File: src/rtl/serial_sub.sv
// Bit-serial WIDTH-bit subtractor: D = A - B - Bin, one bit per clock, LSB first.
// One full-subtractor cell plus a registered borrow; Start/Busy/Done handshake.
module serial_sub #(
  parameter int unsigned WIDTH = 8
) (
  input  logic             Clk,
  input  logic             Rst,
  input  logic             Start,
  input  logic [WIDTH-1:0] A,
  input  logic [WIDTH-1:0] B,
  input  logic             Bin,
  output logic             Busy,
  output logic             Done,
  output logic [WIDTH-1:0] D,
  output logic             Bout,
  output logic             Ovf
);

  localparam int unsigned CW = (WIDTH > 1) ? $clog2(WIDTH) : 1;

  typedef enum logic {
    IDLE,
    RUN
  } state_e;

  state_e           state_q;
  logic [WIDTH-1:0] a_sh_q;
  logic [WIDTH-1:0] b_sh_q;
  logic [WIDTH-1:0] res_q;
  logic             a_msb_q;
  logic             b_msb_q;
  logic             br_q;
  logic [CW-1:0]    cnt_q;
  logic             busy_q;
  logic             done_q;
  logic [WIDTH-1:0] d_q;
  logic             bout_q;
  logic             ovf_q;

  logic             a_bit;
  logic             b_bit;
  logic             d_bit;
  logic             br_d;
  logic [WIDTH-1:0] res_d;
  logic             last_d;

  // Full-subtractor cell on the current operand LSBs and the running borrow
  always_comb begin
    a_bit  = a_sh_q[0];
    b_bit  = b_sh_q[0];
    d_bit  = a_bit ^ b_bit ^ br_q;
    br_d   = (~a_bit & b_bit) | (~(a_bit ^ b_bit) & br_q);
    res_d  = {d_bit, res_q[WIDTH-1:1]};
    last_d = (cnt_q == CW'(WIDTH - 1));
  end

  // Control FSM with datapath shift registers and registered outputs
  always_ff @(posedge Clk) begin
    if (Rst) begin
      state_q <= IDLE;
      a_sh_q  <= '0;
      b_sh_q  <= '0;
      res_q   <= '0;
      a_msb_q <= 1'b0;
      b_msb_q <= 1'b0;
      br_q    <= 1'b0;
      cnt_q   <= '0;
      busy_q  <= 1'b0;
      done_q  <= 1'b0;
      d_q     <= '0;
      bout_q  <= 1'b0;
      ovf_q   <= 1'b0;
    end else begin
      done_q <= 1'b0;
      unique case (state_q)
        IDLE: begin
          if (Start) begin
            a_sh_q  <= A;
            b_sh_q  <= B;
            a_msb_q <= A[WIDTH-1];
            b_msb_q <= B[WIDTH-1];
            br_q    <= Bin;
            cnt_q   <= '0;
            busy_q  <= 1'b1;
            state_q <= RUN;
          end
        end
        RUN: begin
          a_sh_q <= a_sh_q >> 1;
          b_sh_q <= b_sh_q >> 1;
          res_q  <= res_d;
          br_q   <= br_d;
          cnt_q  <= cnt_q + CW'(1);
          if (last_d) begin
            // the final difference bit is the result MSB, so Ovf uses d_bit directly
            d_q     <= res_d;
            bout_q  <= br_d;
            ovf_q   <= (a_msb_q != b_msb_q) & (d_bit != a_msb_q);
            done_q  <= 1'b1;
            busy_q  <= 1'b0;
            state_q <= IDLE;
          end
        end
        default: state_q <= IDLE;
      endcase
    end
  end

  assign Busy = busy_q;
  assign Done = done_q;
  assign D    = d_q;
  assign Bout = bout_q;
  assign Ovf  = ovf_q;

endmodule
File: config.mk
export PLATFORM = sky130hd
export DESIGN_NAME = serial_sub
export DESIGN_NICKNAME = d
export VERILOG_FILES = /design/src/rtl/serial_sub.sv
export SDC_FILE = /design/constraint.sdc
export NUM_CORES = 1
export LEC_CHECK = 0
export CORE_ASPECT_RATIO = 1.1
export CORE_UTILIZATION = 50
export DETAILED_ROUTE_END_ITERATION = 10
export HOLD_SLACK_MARGIN = 0.03
export MAX_ROUTING_LAYER = met4
export PLACE_DENSITY = 0.77
export SKIP_CTS_REPAIR_TIMING = 1
export SYNTH_ARGS = -nofsm -noshare
export SYNTH_HDL_FRONTEND = slang
export SYNTH_SLANG_ARGS = --single-unit
export TNS_END_PERCENT = 20
File: constraint.sdc
create_clock -name Clk -period 1.7 [get_ports Clk]
set_input_delay 0.34 -clock Clk [delete_from_list [all_inputs] [get_ports Clk]]
set_output_delay 0.34 -clock Clk [all_outputs]
set_load 0.05 [all_outputs]
==> results.sh <==
export IMPL_status="completed"
export IMPL_syn_nets=202
export IMPL_timing_rr_start="b_sh_q[0]"
export IMPL_multi_input_area_sq_um=837
export IMPL_gp_congestion=0.755
export IMPL_syn_inst=178
export IMPL_crit_path_max_fanout=4
export IMPL_finClkSkew_ps=10.9
export IMPL_synth_top_cell_area_share_pct=47.5
export IMPL_slew_headroom_pct=78.0
export IMPL_drv_cap=0
export IMPL_core_sq_um=3360
export IMPL_intPower_mw=1.47
export IMPL_synthTopCellsByArea="dfxtp_1, mux2i_1, mux2_2"
export IMPL_dp_slack_ps=-41.7
export IMPL_portBuffers=31
export IMPL_initialDrtViolationCount=35
export IMPL_grt_usage_pct=17.9
export IMPL_cts_tree="built"
export IMPL_via_per_inst=4.89
export IMPL_tightest_slew_ps=329
export IMPL_rows=22
export IMPL_setup_viol=0
export IMPL_die_area_sq_um=3780
export IMPL_ys_flop_type="dfxtp_1"
export IMPL_seq_area_frac_synth_pct=47.5
export IMPL_yosys_area_top_type="dfxtp_1"
export IMPL_io_pins=32
export IMPL_hp_start="D[2]"
export IMPL_rsz0062_at_grt="false"
export IMPL_irDropWorstVdd_mv=0.549
export IMPL_postLayoutCoreUtil_pct=64.4
export IMPL_power_frac_seq_pct=54.9
export IMPL_synth_async_reset_ratio_pct=0
export IMPL_drt_pass1_iter_count=3
export IMPL_end_kind="register"
export IMPL_yosys_warnings=0
export IMPL_whs_path_depth=2
export IMPL_clk_path_buf_depth=2
export IMPL_fin_nets=232
export IMPL_yosysUniqueCellTypes=22
export IMPL_clkTransAtPathRegs_ps=120
export IMPL_grt_antenna_before_repair=0
export IMPL_avgSynthCellArea_sq_um=9.94
export IMPL_criticalPathCategory="register to register"
export IMPL_fin_crit_sh_pct=91.6
export IMPL_clk_latency_ps=340
export IMPL_cp_start_kind="register"
export IMPL_cellLeakagePower_nw=0.882
export IMPL_p_comb_share_pct=13.2
export IMPL_synth_seq_cells=42
export IMPL_grt_pass1_wl_um=4900
export IMPL_cp_startpoint="b_sh_q[0]"
export IMPL_initial_core_util_pct=52.7
export IMPL_post_route_min_period_ps=1560
export IMPL_fmax_mhz=642
export IMPL_critPathMaxStageDelay_ps=550
export IMPL_crit_slowest_cell="fa_1"
export IMPL_grt_pass1_vias=1189
export IMPL_worstHoldPathType="register to register"
export IMPL_total_power_mw=1.92
export IMPL_worstPathCellList="inv_1 > fa_1 > and3b_1 > a211oi_1 > nor3_1"
export IMPL_layout_drive_gt1_share_pct=20.1
export IMPL_n_antenna_cell=0
export IMPL_power_share_clock_pct=31.9
export IMPL_cp_data_required_time_ps=1930
export IMPL_fillers=288
export IMPL_post_dp_hpwl_um=2080
export IMPL_regArea_sq_um=842
export IMPL_place_area_sq_um=2090
export IMPL_numCtsBuffers=5
export IMPL_swShare_pct=23.3
export IMPL_cts_root_buffer="clkbuf_4"
export IMPL_synth_edf_count=0
export IMPL_syn_area_sq_um=1770
export IMPL_cts_sinks=42
export IMPL_power_density_nw_per_um2=888
export IMPL_hold_violations=0
export IMPL_routedWlPerCell_um=11.5
export IMPL_p_switching_mw=0.447
export IMPL_grt_overflow=0
export IMPL_final_area_sq_um=2160
export IMPL_tns_ps=0
export IMPL_ant_nets=0
export IMPL_grt_max_degree=43
export IMPL_drc_errors=0
export IMPL_die_h_um=64.4
export IMPL_routed_wl_um=2960
export IMPL_vias=1258
export IMPL_htree_levels=2
export IMPL_postLayoutSetupSlackWorst_ps=142
export IMPL_fp_dieW_um=58.7
export IMPL_drv_slew=0
export IMPL_r2r_cells=5
export IMPL_area_growth_pct=22.3
export IMPL_cp_arrival_ps=1790
[layout by cell type, fill, tap and decap left out]
| cell | count |
|---|---|
| a211oi_1 | 4 |
| a21oi_1 | 12 |
| and2_4 | 1 |
| and2b_2 | 1 |
| and3b_1 | 1 |
| buf_12 | 2 |
| buf_4 | 14 |
| bufinv_16 | 1 |
| clkbuf_4 | 5 |
| clkdlybuf4s50_1 | 19 |
| clkinv_2 | 2 |
| dfxtp_1 | 41 |
| dfxtp_2 | 1 |
| fa_1 | 1 |
| ha_1 | 3 |
| inv_1 | 3 |
| mux2_2 | 14 |
| mux2i_1 | 26 |
| nand2_1 | 18 |
| nand2b_1 | 1 |
| nor2_1 | 32 |
| nor2b_4 | 1 |
| nor3_1 | 3 |
| nor3b_1 | 2 |
| o21bai_1 | 1 |
[synthesized netlist by cell type, types with 3 or more instances]
cell type and instances:
a211oi_1 4, a21oi_1 12, buf_4 3, buf_6 3, clkbuf_1 5, dfxtp_1 42
ha_1 3, inv_1 3, mux2_2 14, mux2i_1 26, nand2_1 18, nor2_1 32
nor3_1 3
[stage by stage]
step,hold WS [ps],cells
2_1_floorplan,431,178
3_3_place_gp,442,249
3_5_place_dp,450,249
4_1_cts,467,257
5_1_grt,486,257
6_report,465,257
[layer usage]
layer / part of all wire (%) / track usage, % / wire length, um
met2: 50 / 29.6 / 1470
met1: 44 / 19.3 / 1310
met5: 0 / - / 0
met4: 1.2 / 6.25 / 36
met3: 4.7 / 7.09 / 139
[kinds of logic after synthesis]
group	share of synthesized area [%]
multiplexers	23.6
adder cells (fa/ha/maj)	3.25
AND/OR/NAND/NOR	14.9
AO/OA/AOI/OAI	5.52
buffers and inverters	5.16
flip-flops	47.5
[worst paths after layout]
check | slack, ps | end
setup / recovery | 140 | Ovf
hold / removal | 470 | D[2]
setup reg to reg | 140 | Ovf
hold reg to reg | 470 | D[2]
[sequential cells by signal (all words and copies together), names as in the netlist]
signal,count
Bout,1
D,8
b_sh_q,8
state_q,1
res_q,7
b_msb_q,1
a_sh_q,8
Ovf,1
a_msb_q,1
Busy,1
Done,1
cnt_q,3
br_q,1
[final cells by class]
type                    count  area share (%)
multi-input cells         121            38.7
clock inverters             3            1.85
clock buffers               5            1.74
flip-flops and latches     42            38.9
repair buffers             35            15.5
inverters                   3           0.521
well taps                  48            2.78
[worst max-delay path, delay by kind of cell, from the launching register on]
family | cells | cell delay, ps
flops | 1 | 350
fa+ha+maj | 1 | 550
simple gates | 2 | 290
buf+inv | 1 | 50
compound gates | 1 | 200
[power groups by stage]
stage / Clock [mW] / Combinational [mW] / Sequential (mW)
floorplan: 0 / 0.176 / 1.07
global placement: 0 / 0.245 / 1.08
detailed placement: 0 / 0.255 / 1.08
CTS: 0.629 / 0.256 / 1.06
global route: 0.677 / 0.278 / 1.06
finish: 0.613 / 0.253 / 1.05
Power figures use the tool's default switching activity.
==> variant 1, RTL diff (same settings) <==
Add an input register stage for `Start`, `A`, `B` and `Bin`, without a reset; this delays them by one clock. Comments in the files are not updated.
--- a/src/rtl/serial_sub.sv
+++ b/src/rtl/serial_sub.sv
@@ -24,2 +24,14 @@
   } state_e;
+
+  logic Start_q;
+  logic [WIDTH-1:0] A_q;
+  logic [WIDTH-1:0] B_q;
+  logic Bin_q;
+
+  always_ff @(posedge Clk) begin
+    Start_q <= Start;
+    A_q     <= A;
+    B_q     <= B;
+    Bin_q   <= Bin;
+  end
 
@@ -76,8 +88,8 @@
         IDLE: begin
-          if (Start) begin
-            a_sh_q  <= A;
-            b_sh_q  <= B;
-            a_msb_q <= A[WIDTH-1];
-            b_msb_q <= B[WIDTH-1];
-            br_q    <= Bin;
+          if (Start_q) begin
+            a_sh_q  <= A_q;
+            b_sh_q  <= B_q;
+            a_msb_q <= A_q[WIDTH-1];
+            b_msb_q <= B_q[WIDTH-1];
+            br_q    <= Bin_q;
             cnt_q   <= '0;
Check against the original RTL: not equivalent (Yosys sat finds a counterexample within 4 cycles, from zero or initial values and one cycle with Rst high).
==> variant 1 against the original RTL <==
Synthesized area is 23% higher; design area is 21% higher; power is 42% higher; global-route usage is 1.1 points lower; routed wire length is 9.3% higher; count of clock-buffer cells in the layout is 8 higher; sequential cell count is 18 higher; worst setup slack better by 66 ps; critical endpoint unchanged; largest cell class unchanged.
==> variant 1: results (changes against the original RTL) <==
Total Nets Final=254 (was 232); R2R cell count=5 (unchanged); peak supply drop=0.597 mV (was 0.549 mV); total number of vias=1379 (was 1258); vias per cell=4.86 (was 4.89); clock-pin slew on the worst setup and hold paths=60 ps (was 120 ps); share of cells above drive strength 1=0.168 (was 0.201); Critical Path Fanout Max=4 (unchanged); Mean Syn Cell Area=11.0 um2 (was 9.94 um2); status=complete, no violations (unchanged); met1 global-route usage=0.188 (was 0.193); total track usage=0.168 (was 0.179); grt met3 use=0.0823 (was 0.0709); Port Buffers=31 (unchanged); hold_sp=D[4]$_SDFFE_PP0P_ (was D[2]$_SDFFE_PP0P_); WL per Instance=11.4 um (was 11.5 um); Inserted Clock Buffers=9 (was 5); dpl cell area=2480 um2 (was 2090 um2); Worst Hold Path EP=D[4]$_SDFFE_PP0P_ (was D[2]$_SDFFE_PP0P_); post-synthesis sequential area ratio=0.553 (was 0.475); WHS Path Cells=2 (unchanged); crit path DAT=1700 ps (was 1790 ps); Register-to-Register Setup Slack=210 ps (was 140 ps); Post-Place Cells=271 (was 249); Final HPWL DP=2080 um (about the same); final clock skew=5.52 ps (was 10.9 ps); crit start category=register (unchanged); Slew headroom=0.732 (was 0.780); met1 wire length=1570 um (was 1310 um); n_diodes=0 (unchanged); met2 Use GR=0.248 (was 0.296); H-tree depth=3 (was 2); Min Hold Slack=452 ps (was 465 ps); fmax=671 MHz (was 642 MHz); met3 routed WL=142 um (was 139 um); Iteration-0 DRC Markers=89 (was 35); Synthesized Nets=221 (was 202); post-synth cell types=24 (was 22); leading post-synthesis cells by cell area=dfxtp_1 55%, mux2i_1 12%, mux2_4 7.6%, nor2_1 5.4%, nand2_1 3.1% (was dfxtp_1 48%, mux2i_1 15%, mux2_2 8.9%, nor2_1 6.8%, nand2_1 3.8%); Static Leak=1.10 nW (was 0.882 nW); worst stage delay on the critical path=500 ps (was 550 ps); first-pass GRT wire length=5550 um (was 4900 um); Synth top cells by count=60 x dfxtp_1, 31 x nor2_1, 25 x mux2i_1 (was 42 x dfxtp_1, 32 x nor2_1, 26 x mux2i_1); TritonRoute pass-1 iters=4 (was 3); Worst Setup SP=b_sh_q[0]$_SDFFE_PP0P_ (unchanged); pin count of the biggest net entering global routing=43 (unchanged); Met2 Routed Length=1450 um (was 1470 um); R2R Path Start=b_sh_q[0]$_SDFFE_PP0P_ (unchanged); DP Worst Slack=197 ps (was -41.7 ps); Worst-Skew Late Latency=320 ps (was 340 ps); RePlAce Congestion=0.699 (was 0.755); Root Driver=clkbuf_8 (was clkbuf_4); vias in the first global route=1287 (was 1189)
## variant 1: cell count changes in the layout (fill, tap and decap cells not counted), moves of 2 or more
cell / change
mux2_2: -11
dfxtp_1: +19
clkbuf_8: +9
clkbuf_1: +4
clkinv_2: -2
clkbuf_4: -5
mux2_4: +11
## variant 1: cells by family after synthesis
kind of cell               Yosys count  synth area share
AOI/OAI and AO/OA                   17            0.0449
DFF                                 60             0.553
muxes                               39             0.207
adders and majority gates            4            0.0265
buffers and inverters               16            0.0484
and+or+nand+nor                     61             0.120
## variant 1: final cells by class
cell class	instances	area [um2]
repair buffers	35	335
well taps	52	65.1
fillers	359	1440
flip-flops and latches	60	1200
clock buffers	13	139
inverters	3	11.3
multi-input cells	121	866
## variant 1: report_power, final
| part | internal, mW | total, mW | switching, mW |
|---|---|---|---|
| registers | 1.47 | 1.50 | 0.0303 |
| logic | 0.147 | 0.253 | 0.106 |
| clock network | 0.506 | 0.966 | 0.460 |
==> variant 2, RTL diff (config.mk and constraints unchanged) <==
Made on the original files. Set the parameter `WIDTH` to 16 (it was 8).
--- a/src/rtl/serial_sub.sv
+++ b/src/rtl/serial_sub.sv
@@ -3,3 +3,3 @@
 module serial_sub #(
-  parameter int unsigned WIDTH = 8
+  parameter int unsigned WIDTH = 16
 ) (
Interface: changed (resized A, B and D); port bits go from 32 to 56. No check against the original RTL was run, so the function may have changed too.
==> variant 2 against the original RTL <==
Utilization is 1.1 points higher; die area rose by 72%; design area is 78% higher; sequential cell count rose by 33; clock power rose to 2.6 times the old value; worst setup slack gained 140 ps; largest power group unchanged; synthesized area rose by 75%; routed wire length grew 77%; highest routed layer unchanged; power rose by 99%; count of clock-buffer cells in the layout up 8.
==> variant 2: results (changes against the original RTL) <==
peak supply drop=0.527 mV (was 0.549 mV); pin count of the biggest net entering global routing=41 (was 43); Synth top cells by count=75 x dfxtp_1, 50 x nor2_1, 49 x mux2i_1 (was 42 x dfxtp_1, 32 x nor2_1, 26 x mux2i_1); filler instances=465 (was 288); post-synth cell types=31 (was 22); Post-Place Cells=395 (was 249); Register-to-Register Setup Slack=280 ps (was 140 ps); status=complete, no violations (unchanged); final clock skew=7.15 ps (was 10.9 ps); combinational fraction of design power=0.100 (was 0.132); PD cells=993 nW/um2 (was 888 nW/um2); mux share of post-synthesis cell area=0.267 (was 0.236); crit path DAT=1640 ps (was 1790 ps); Iteration-0 DRC Markers=55 (was 35); Synthesized Nets=313 (was 202); Min Hold Slack=449 ps (was 465 ps); Die Width=77.1 um (was 58.7 um); Worst Hold Path EP=cnt_q[3]$_SDFFE_PP0P_ (was D[2]$_SDFFE_PP0P_); worst hold path class=input pin to register (was register to register); DP Worst Slack=293 ps (was -41.7 ps); share of cells above drive strength 1=0.153 (was 0.201); H-tree depth=3 (was 2); Slew headroom=0.820 (was 0.780); total track usage=0.180 (was 0.179); post-synthesis xor/xnor area fraction=0.00283 (was 0); Static Leak=1.63 nW (was 0.882 nW); Worst Setup SP=a_sh_q[0]$_SDFFE_PP0P_ (was b_sh_q[0]$_SDFFE_PP0P_); clock-pin slew on the worst setup and hold paths=80 ps (was 120 ps); post-synthesis sequential area ratio=0.484 (was 0.475); routed wire length=5240 um (was 2960 um); Root Driver=clkbuf_8 (was clkbuf_4); Synth Area in Compound Gates=0.0803 (was 0.0552); Port Buffers=55 (was 31); Mean Syn Cell Area=11.3 um2 (was 9.94 um2); hold_sp=Rst (was D[2]$_SDFFE_PP0P_); R2R cell count=4 (was 5); Switching Power=829 uW (was 447 uW); vias in the first global route=1979 (was 1189)
==> variant 2: cell count changes in the layout (fill, tap and decap cells not counted), moves of 14 or more <==
cell,delta
nand2_1,-15
mux2_2,-14
dfxtp_1,+33
clkdlybuf4s50_1,+14
mux2i_1,+23
a22o_1,+17
mux2_1,+30
nor2_1,+18
==> variant 2: critical path: stages (launching register included) <==
cell      delay [ps]
dfxtp_1          340
fa_1             600
nand2b_1         120
o22ai_1           70
a22o_1           190
==> variant 2: routing by layer <==
metal | vias to the layer above | global-route usage | share of wire | wire [um]
li1 | 1064 | - | - | -
met1 | 941 | 0.215 | 0.47 | 2460
met2 | 37 | 0.279 | 0.47 | 2460
met3 | 6 | 0.0565 | 0.045 | 235
met4 | 0 | 0.0772 | 0.016 | 83
met5 | - | - | 0 | 0
==> variant 2: final cells by class <==
cell class	count	share of cell area
clock inverters	3	0.0175
inverters	4	0.00390
multi-input cells	176	0.369
well taps	77	0.0250
clock buffers	13	0.0442
repair buffers	63	0.149
flip-flops and latches	75	0.391
